--- src/rtl/mem_arbiter_pkg.sv ---
// Shared memory-system definitions: arbiter state encoding, requester IDs
// and default block-address / line widths used by both caches and the arbiter.
package mem_arbiter_pkg;

  localparam int MEM_ADDR_W = 28;
  localparam int MEM_DATA_W = 128;

  typedef enum logic [1:0] {
    ARB_IDLE    = 2'd0,
    ARB_GRANT_I = 2'd1,
    ARB_GRANT_D = 2'd2,
    ARB_RELEASE = 2'd3
  } arb_state_e;

  typedef enum logic {
    REQ_I = 1'b0,
    REQ_D = 1'b1
  } requester_e;

  function automatic arb_state_e grant_state(input requester_e who);
    arb_state_e st;
    st = ARB_GRANT_I;
    if (who == REQ_D) st = ARB_GRANT_D;
    return st;
  endfunction

endpackage

--- src/rtl/mem_arbiter_rr_grant2.sv ---
// Two-way round-robin decision: a lone requester wins outright; on a tie the
// requester that was not served last wins.
module rr_grant2
  import mem_arbiter_pkg::*;
(
  input  logic       icache_req_i,
  input  logic       dcache_req_i,
  input  requester_e last_i,
  output logic       valid_o,
  output requester_e grant_o
);

  always_comb begin
    valid_o = icache_req_i | dcache_req_i;
    grant_o = REQ_I;
    if (dcache_req_i && (!icache_req_i || (last_i == REQ_I))) begin
      grant_o = REQ_D;
    end
  end

endmodule

--- src/rtl/mem_arbiter.sv ---
// Arbitrates one shared line-wide memory port between the instruction and data
// caches; commands to memory are captured at grant time and held until mem_ready.
//
//   state    | meaning
//   IDLE     | no transaction; pick a requester via round-robin
//   GRANT_I  | instruction-cache command on mem_*, waiting for mem_ready
//   GRANT_D  | data-cache command on mem_*, waiting for mem_ready
//   RELEASE  | one dead cycle so the served cache can drop its request
module mem_arbiter
  import mem_arbiter_pkg::*;
#(
  parameter int ADDR_W = MEM_ADDR_W,
  parameter int DATA_W = MEM_DATA_W
) (
  input  logic              clk,
  input  logic              proc_reset,

  input  logic              i_read,
  input  logic              i_write,
  input  logic [ADDR_W-1:0] i_addr,
  input  logic [DATA_W-1:0] i_wdata,
  output logic              i_ready,
  output logic [DATA_W-1:0] i_rdata,

  input  logic              d_read,
  input  logic              d_write,
  input  logic [ADDR_W-1:0] d_addr,
  input  logic [DATA_W-1:0] d_wdata,
  output logic              d_ready,
  output logic [DATA_W-1:0] d_rdata,

  output logic              mem_read,
  output logic              mem_write,
  output logic [ADDR_W-1:0] mem_addr,
  output logic [DATA_W-1:0] mem_wdata,
  input  logic [DATA_W-1:0] mem_rdata,
  input  logic              mem_ready
);

  arb_state_e        state_q, state_d;
  requester_e        last_grant_q, last_grant_d;
  logic              mem_read_q, mem_read_d;
  logic              mem_write_q, mem_write_d;
  logic [ADDR_W-1:0] mem_addr_q, mem_addr_d;
  logic [DATA_W-1:0] mem_wdata_q, mem_wdata_d;

  logic              i_active, d_active;
  logic              req_valid;
  requester_e        req_grant;

  logic              sel_read, sel_write;
  logic [ADDR_W-1:0] sel_addr;
  logic [DATA_W-1:0] sel_wdata;

  assign i_active = i_read | i_write;
  assign d_active = d_read | d_write;

  rr_grant2 u_rr_grant2 (
    .icache_req_i (i_active),
    .dcache_req_i (d_active),
    .last_i       (last_grant_q),
    .valid_o      (req_valid),
    .grant_o      (req_grant)
  );

  always_comb begin
    if (req_grant == REQ_D) begin
      sel_read  = d_read;
      sel_write = d_write;
      sel_addr  = d_addr;
      sel_wdata = d_wdata;
    end else begin
      sel_read  = i_read;
      sel_write = i_write;
      sel_addr  = i_addr;
      sel_wdata = i_wdata;
    end
  end

  always_ff @(posedge clk) begin
    if (proc_reset) begin
      state_q <= ARB_IDLE;
    end else begin
      state_q <= state_d;
    end
  end

  always_comb begin
    state_d = state_q;
    case (state_q)
      ARB_IDLE:    if (req_valid) state_d = grant_state(req_grant);
      ARB_GRANT_I: if (mem_ready) state_d = ARB_RELEASE;
      ARB_GRANT_D: if (mem_ready) state_d = ARB_RELEASE;
      ARB_RELEASE: state_d = ARB_IDLE;
      default:     state_d = ARB_IDLE;
    endcase
  end

  // Write wins when a cache raises read and write together.
  always_comb begin
    mem_read_d   = mem_read_q;
    mem_write_d  = mem_write_q;
    mem_addr_d   = mem_addr_q;
    mem_wdata_d  = mem_wdata_q;
    last_grant_d = last_grant_q;
    case (state_q)
      ARB_IDLE: begin
        if (req_valid) begin
          mem_write_d = sel_write;
          mem_read_d  = sel_read & ~sel_write;
          mem_addr_d  = sel_addr;
          mem_wdata_d = sel_wdata;
        end
      end
      ARB_GRANT_I: begin
        if (mem_ready) begin
          mem_read_d   = 1'b0;
          mem_write_d  = 1'b0;
          last_grant_d = REQ_I;
        end
      end
      ARB_GRANT_D: begin
        if (mem_ready) begin
          mem_read_d   = 1'b0;
          mem_write_d  = 1'b0;
          last_grant_d = REQ_D;
        end
      end
      default: ;
    endcase
  end

  always_ff @(posedge clk) begin
    if (proc_reset) begin
      mem_read_q   <= 1'b0;
      mem_write_q  <= 1'b0;
      mem_addr_q   <= '0;
      mem_wdata_q  <= '0;
      last_grant_q <= REQ_I;
    end else begin
      mem_read_q   <= mem_read_d;
      mem_write_q  <= mem_write_d;
      mem_addr_q   <= mem_addr_d;
      mem_wdata_q  <= mem_wdata_d;
      last_grant_q <= last_grant_d;
    end
  end

  // Ready is masked while reset is asserted so an in-flight grant cannot leak a pulse.
  always_comb begin
    i_ready = ~proc_reset & mem_ready & (state_q == ARB_GRANT_I);
    d_ready = ~proc_reset & mem_ready & (state_q == ARB_GRANT_D);
    i_rdata = mem_rdata;
    d_rdata = mem_rdata;
  end

  assign mem_read  = mem_read_q;
  assign mem_write = mem_write_q;
  assign mem_addr  = mem_addr_q;
  assign mem_wdata = mem_wdata_q;

endmodule

--- config.mk ---
export PLATFORM = sky130hd
export DESIGN_NAME = mem_arbiter
export DESIGN_NICKNAME = d
export VERILOG_FILES = /design/src/rtl/mem_arbiter_pkg.sv /design/src/rtl/mem_arbiter_rr_grant2.sv /design/src/rtl/mem_arbiter.sv
export SDC_FILE = /design/constraint.sdc
export NUM_CORES = 1
export LEC_CHECK = 0
export ABC_AREA = 1
export ABC_CLOCK_PERIOD_IN_PS = 1400
export CAP_MARGIN = 20
export CORE_AREA = 2 2 333 335
export CTS_BUF_LIST = sky130_fd_sc_hd__clkbuf_8
export DETAILED_ROUTE_END_ITERATION = 8
export DIE_AREA = 0 0 335 337
export GPL_TIMING_DRIVEN = 0
export PLACE_DENSITY = 0.39
export SLEW_MARGIN = 20
export SYNTH_ARGS = -nofsm -noshare
export SYNTH_HDL_FRONTEND = slang
export SYNTH_SLANG_ARGS = --single-unit
--- constraint.sdc ---
create_clock -name clk -period 1.4 [get_ports clk]
set_input_delay 0.14 -clock clk [delete_from_list [all_inputs] [get_ports clk]]
set_output_delay 0.14 -clock clk [all_outputs]
set_load 0.05 [all_outputs]
# Word level (Yosys, flattened, before mapping)

Cells that the tools add are included.

Bits in registers: 161
Bits in latches: 0
Bits in writable memories: 0
Bits in read-only memories: 0
Bits of input ports: 447
Output and inout bits: 416
Logic and storage cells: 50
Memories kept: 0

$add $sub $neg: 0
Multiply operators: 0
Div/mod/pow operators: 0
Magnitude comparators: 0
Equality and inequality tests: 7
Shift operators: 0
Muxes and demuxes: 16
Bitwise gates (word level): 10
Reduce and logical (&&, ||, !) cells: 11

Operator list:

| kind                                                                  | number |
|---|---|
| 128-bit 2-to-1 mux                                                    | 1 |
| 28-bit 2-to-1 mux                                                     | 1 |
| 1-bit 2-to-1 mux                                                      | 7 |
| 2-bit 2-to-1 mux                                                      | 3 |
| 2-bit != test, second input constant                                  | 3 |
| 1-bit case mux with 2 select lines                                    | 3 |
| 2-bit case mux with 3 select lines                                    | 1 |
| 3-bit AND reduction                                                   | 2 |
| 1-bit AND                                                             | 4 |
| 2-bit equality test, second input constant                            | 2 |
| 2-bit AND reduction                                                   | 2 |
| 2-bit nonzero test                                                    | 2 |
| 1-bit inverter                                                        | 3 |
| 1-bit bitwise OR                                                      | 3 |
| 2-bit by 1-bit equality test with 1-bit output, second input constant | 1 |
| 2-bit logical NOT                                                     | 1 |
| 2-bit by 1-bit != test with 1-bit output, second input constant       | 1 |
| 2-bit OR reduction                                                    | 1 |
| 1-bit logical AND                                                     | 1 |
| 1-bit logical NOT                                                     | 1 |
| 1-bit logical OR                                                      | 1 |

# Logic depth before layout (Yosys ltp)

Depth in word-level cells: 10
Gate-level depth with buffers: 8
Mapped depth without buffers: 8

# By module

A second synthesis with hierarchy kept.

Cells, all modules: 1,339
Area total of the unflattened synthesis: 9,674.3 sq um

By module, submodules not included:

| module      | instances | cells an instance | area an instance (sq um) | seq. area each (sq um) |
|---|---|---|---|---|
| mem_arbiter | 1         | 1,336             | 9,659.3                  | 3,223.1 |
| rr_grant2   | 1         | 3                 | 15.0                     | 0.0 |

# Least setup slack after synthesis

Ideal clock, no wire load.

Kind: register to register
Start: reg state_q[0]
End: reg last_grant_q
Library setup time: 0.063 ns
Arrival: 1.448 ns
Data required time: 1.337 ns
Slack: -0.110 ns
Cell stages (with the launch flop): 6
Path buffers: 0
Period minus slack after synthesis: 1.510 ns
Cell sequence: dfxtp_1 > inv_1 > ha_1 > nand2_1 > nor2_1 > a31o_2

Elaborated cells between the ends (all ways): 7
Those cells by class: eq/ne (4); mux (1); reduce/logical (2)

RTL lines:

| item                                                                                  | RTL line           | RTL |
|---|---|---|
| from (decl)                                                                           | mem_arbiter.sv:40  | `arb_state_e state_q, state_d;` |
| from (signal assigned)                                                                | mem_arbiter.sv:84  | `state_q <= state_d;` |
| 2-bit equality test or 2-bit by 1-bit equality test with 1-bit output (tied branches) | mem_arbiter.sv:106 | `case (state_q)` |
| 1-bit case mux with 2 select lines *                                                  | mem_arbiter.sv:106 |  |
| via last_grant_d                                                                      | mem_arbiter.sv:41  | `requester_e last_grant_q, last_grant_d;` |
| to (signal assigned)                                                                  | mem_arbiter.sv:145 | `last_grant_q <= last_grant_d;` |
| to (decl)                                                                             | mem_arbiter.sv:41  |  |

The timed path passes the listed nets; every way through them passes the cells marked *.
A chain may end at the register's enable or synchronous reset.

# Final worst setup path

Start: reg state_q[1]
End: reg mem_wdata_q[95] (netlist: mem_wdata[95])

Cells in the longest elaborated chain, start to end: 2

RTL lines:

| item                          | RTL line           | RTL |
|---|---|---|
| 2-bit logical NOT             | mem_arbiter.sv:106 |  |
| 2-bit AND reduction (no line) | --                 |  |
| to (signal assigned)          | mem_arbiter.sv:144 | `mem_wdata_q <= mem_wdata_d;` |
| to (decl)                     | mem_arbiter.sv:45  | `logic [DATA_W-1:0] mem_wdata_q, mem_wdata_d;` |

Every way passes these cells.

==> results.py <==
metrics = {
    "run_status": {
        "status": "finished, violations left",
        "violations": "negative setup slack",
    },
    "timing": {
        "holdWs_ns": 0.101,
        "fin_skew_ns": 0.0169,
        "timing.final.crit_period_ns": 1.69,
        "hold_viol": 0,
        "setup_slack_ns": -0.291,
        "timing.setup.tns_ns": -31.99,
        "drv_slew": 0,
        "rsz0062_at_grt": "yes",
        "finalSetupViolations": 162,
        "tightest_slew_ns": 0.819,
        "min_period_over_period_pct": 121,
        "fmax_ghz": 0.591,
        "relSlewSlack_pct": 45.4,
    },
    "placement": {
        "dp_hpwl_mm": 57.0,
        "placedCellCount": 3336,
        "io_buffers": 734,
        "place_congestion": 0.838,
    },
    "synthesis": {
        "syn-num-nets": 1627,
        "synth_common_cells": "nand2_1, buf_4, dfxtp_1",
        "async_reset_ff_share_pct": 0,
        "syn_inst": 1176,
        "ys_top_cells_by_area": "dfxtp_1, buf_4, nand2_1, a31oi_1, o21ai_0",
        "synthesis.area_per_instance_um2": 7.45,
        "yosysTopAreaCell": "dfxtp_1",
        "ys_seq_area_share_pct": 36.8,
        "yosysMostFrequentCell": "nand2_1",
        "ys_ff_latch": 161,
        "synth-edff-count": 0,
        "ys.warnings.count": 0,
        "syn_area_um2": 8760,
        "synth_top_cell_area_share_pct": 36.8,
        "synth_ff_type": "dfxtp_1",
        "yosys.cell_types.count": 24,
    },
    "setup_path": {
        "rr_endpoint": "mem_wdata[95]$_SDFFE_PP0P_",
        "path_class": "reg2reg",
        "r2r_slack_ns": -0.29,
        "rr_worst_depth": 10,
        "cp-endpoint": "mem_wdata[95]$_SDFFE_PP0P_",
        "cp.required_ns": 1.88,
        "r2r-start": "state_q[1]$_SDFFE_PP0P_",
        "cp-startpoint": "state_q[1]$_SDFFE_PP0P_",
        "worst-path-max-fanout": 8,
        "arrival_ns": 2.17,
        "endpoint_kind": "flip-flop",
        "path_buf_inv": 6,
        "start_kind": "flip-flop",
        "cpPeakStageDelay_ns": 0.38,
        "crit_family": "buffers and inverters",
        "crit_slowest_cell": "dfxtp_4",
        "path_cells": "inv_4 > buf_12 > ha_4 > nand2_4 > clkinv_8 > buf_8 > buf_16 > clkbuf_16 > o21ai_2 > a31oi_1",
        "cp.depth": 10,
    },
    "pwr": {
        "p_leak_nw": 8.46,
        "peakVddDrop_mv": 1.12,
        "power_per_cell_area_nw_per_um2": 2130,
    },
    "global_route": {
        "grt_pass1_vias": 11222,
        "grt_max_degree": 17,
        "grt_pass1_wl_mm": 94.9,
        "antenna_found_initial": 13,
        "grt_use_total_pct": 12.3,
        "gr-total-overflow": 0,
    },
    "clock_network": {
        "htreeDepth": 4,
        "cts_buffer_depth": 2,
        "cts-root-buf": "clkbuf_8",
        "clkLatencyLatePin_ns": 0.60,
        "cts.sinks": 161,
        "clk_pin_slew_ns": 0.11,
        "cts_buffers": 17,
        "cts_tree": "built",
    },
    "floorplan": {
        "start_util_pct": 7.99,
        "num_rows": 122,
        "io_pins": 863,
        "core_um2": 110000,
        "die_h_um": 337,
        "die_w_um": 335,
        "dieArea_um2": 113000,
    },
    "routing": {
        "wl_per_cell_um": 21.5,
        "antenna_left": 0,
        "drt_iter0_markers": 385,
        "drc_errors": 0,
        "drtPass1Iterations": 4,
        "viasPerCell": 3.26,
        "vias": 11165,
        "totalWireLength_mm": 73.6,
    },
    "final_layout": {
        "fillers": 12232,
        "seqCellArea_um2": 3350,
        "layout-drive-gt1-share_pct": 42.7,
        "area_growth_pct": 143,
        "fin_nets": 2432,
        "fin_cells": 3421,
        "multi_input_area_um2": 4280,
    },
    "worst_hold_path": {
        "hold_path.startpoint": "d_wdata[8]",
        "worstHoldPathCells": 3,
        "hold_class": "in2reg",
    },
    "job": {
        "drv_cap": 0,
    },
}
routing by layer:
layer  global-route usage [%]  vias to the layer above  wire, um
li1                         -                     5351         -
met1                     15.2                     5238     31100
met2                     20.6                      515     35600
met3                     4.05                       53      5750
met4                     2.84                        8      1090
met5                        0                        -        58
where the power goes:
part           leakage [nW]  total [mW]  switching, mW  internal, mW
registers              1.37        8.73           1.95          6.78
logic                  6.90        32.6           19.0          13.6
clock network         0.196        3.95           2.28          1.67
total                  8.46        45.3           23.2          22.1
worst register-to-register path, stage by stage, from the launching register on:
cell	delay, ns
dfxtp_4	0.38
inv_4	0.05
buf_12	0.12
ha_4	0.16
nand2_4	0.09
clkinv_8	0.09
buf_8	0.14
buf_16	0.17
clkbuf_16	0.23
o21ai_2	0.12
a31oi_1	0.05
registers in the layout, indices dropped and copies added (netlist names):
name,cells
mem_read,1
last_grant_q,1
state_q,2
mem_write,1
mem_addr,28
mem_wdata,128
how the worst min path moves through the flow:
stage	to	slack [ns]
finish	mem_wdata[8]$_SDFFE_PP0P_	0.10
detailed placement	mem_read$_SDFFE_PP0P_	0.47
global route	mem_addr[11]$_SDFFE_PP0P_	0.05
global placement	mem_write$_SDFFE_PP0P_	0.46
floorplan	mem_read$_SDFFE_PP0P_	0.21
CTS	mem_addr[5]$_SDFFE_PP0P_	0.0009
cells by family after synthesis:
kind of cell | share of synthesized area [%]
compound gates | 20.9
fa+ha+maj | 0.571
buf+inv | 27.1
flops | 36.8
simple gates | 14.6
through the flow:
stage	total power [mW]	worst slack [ns]	util, %	area (um2)
2_1_floorplan	20.6	-0.0115	-	8780
3_3_place_gp	30.8	-1.47	16.3	17900
3_5_place_dp	30.7	-1.48	16.3	17900
4_1_cts	44.4	-0.387	18.7	20500
5_1_grt	47.7	-0.374	19.4	21300
6_report	45.3	-0.291	19.4	21300
layout by cell type, fill, tap and decap left out, drive strengths merged:
cell type / instances
clkdlybuf4s50: 574
buf: 515
nand2: 324
dfxtp: 161
o21ai: 157
a31oi: 156
clkbuf: 50
inv: 11
nor2: 10
dlygate4sd3: 7
a21oi: 5
clkinv: 5
ha: 4
clkinvlp: 3
diode: 2
nand3: 2
o211ai: 2
bufinv: 2
or2: 1
o21bai: 1
a31o: 1
a21boi: 1
nand2b: 1
area by class of cell:
cell class	instances	area share, %
buffer	338	13.4
clock inverter	12	0.635
clock buffer	19	1.23
multi-input combinational	665	20.1
timing repair buffer	789	40.3
antenna	2	0.0235
sequential	161	15.7
inverter	9	0.241
tap	1426	8.38
timing repair:
action,CTS,global route
resized for setup,1567,191
hold buffers,7,0
endpoints found under the hold margin,5,0
endpoints found under the setup margin,320,203
buffers inserted,27,2
cloned,20,8
pin swaps,26,31
Note: power is estimated with default switching activity, not from simulation.
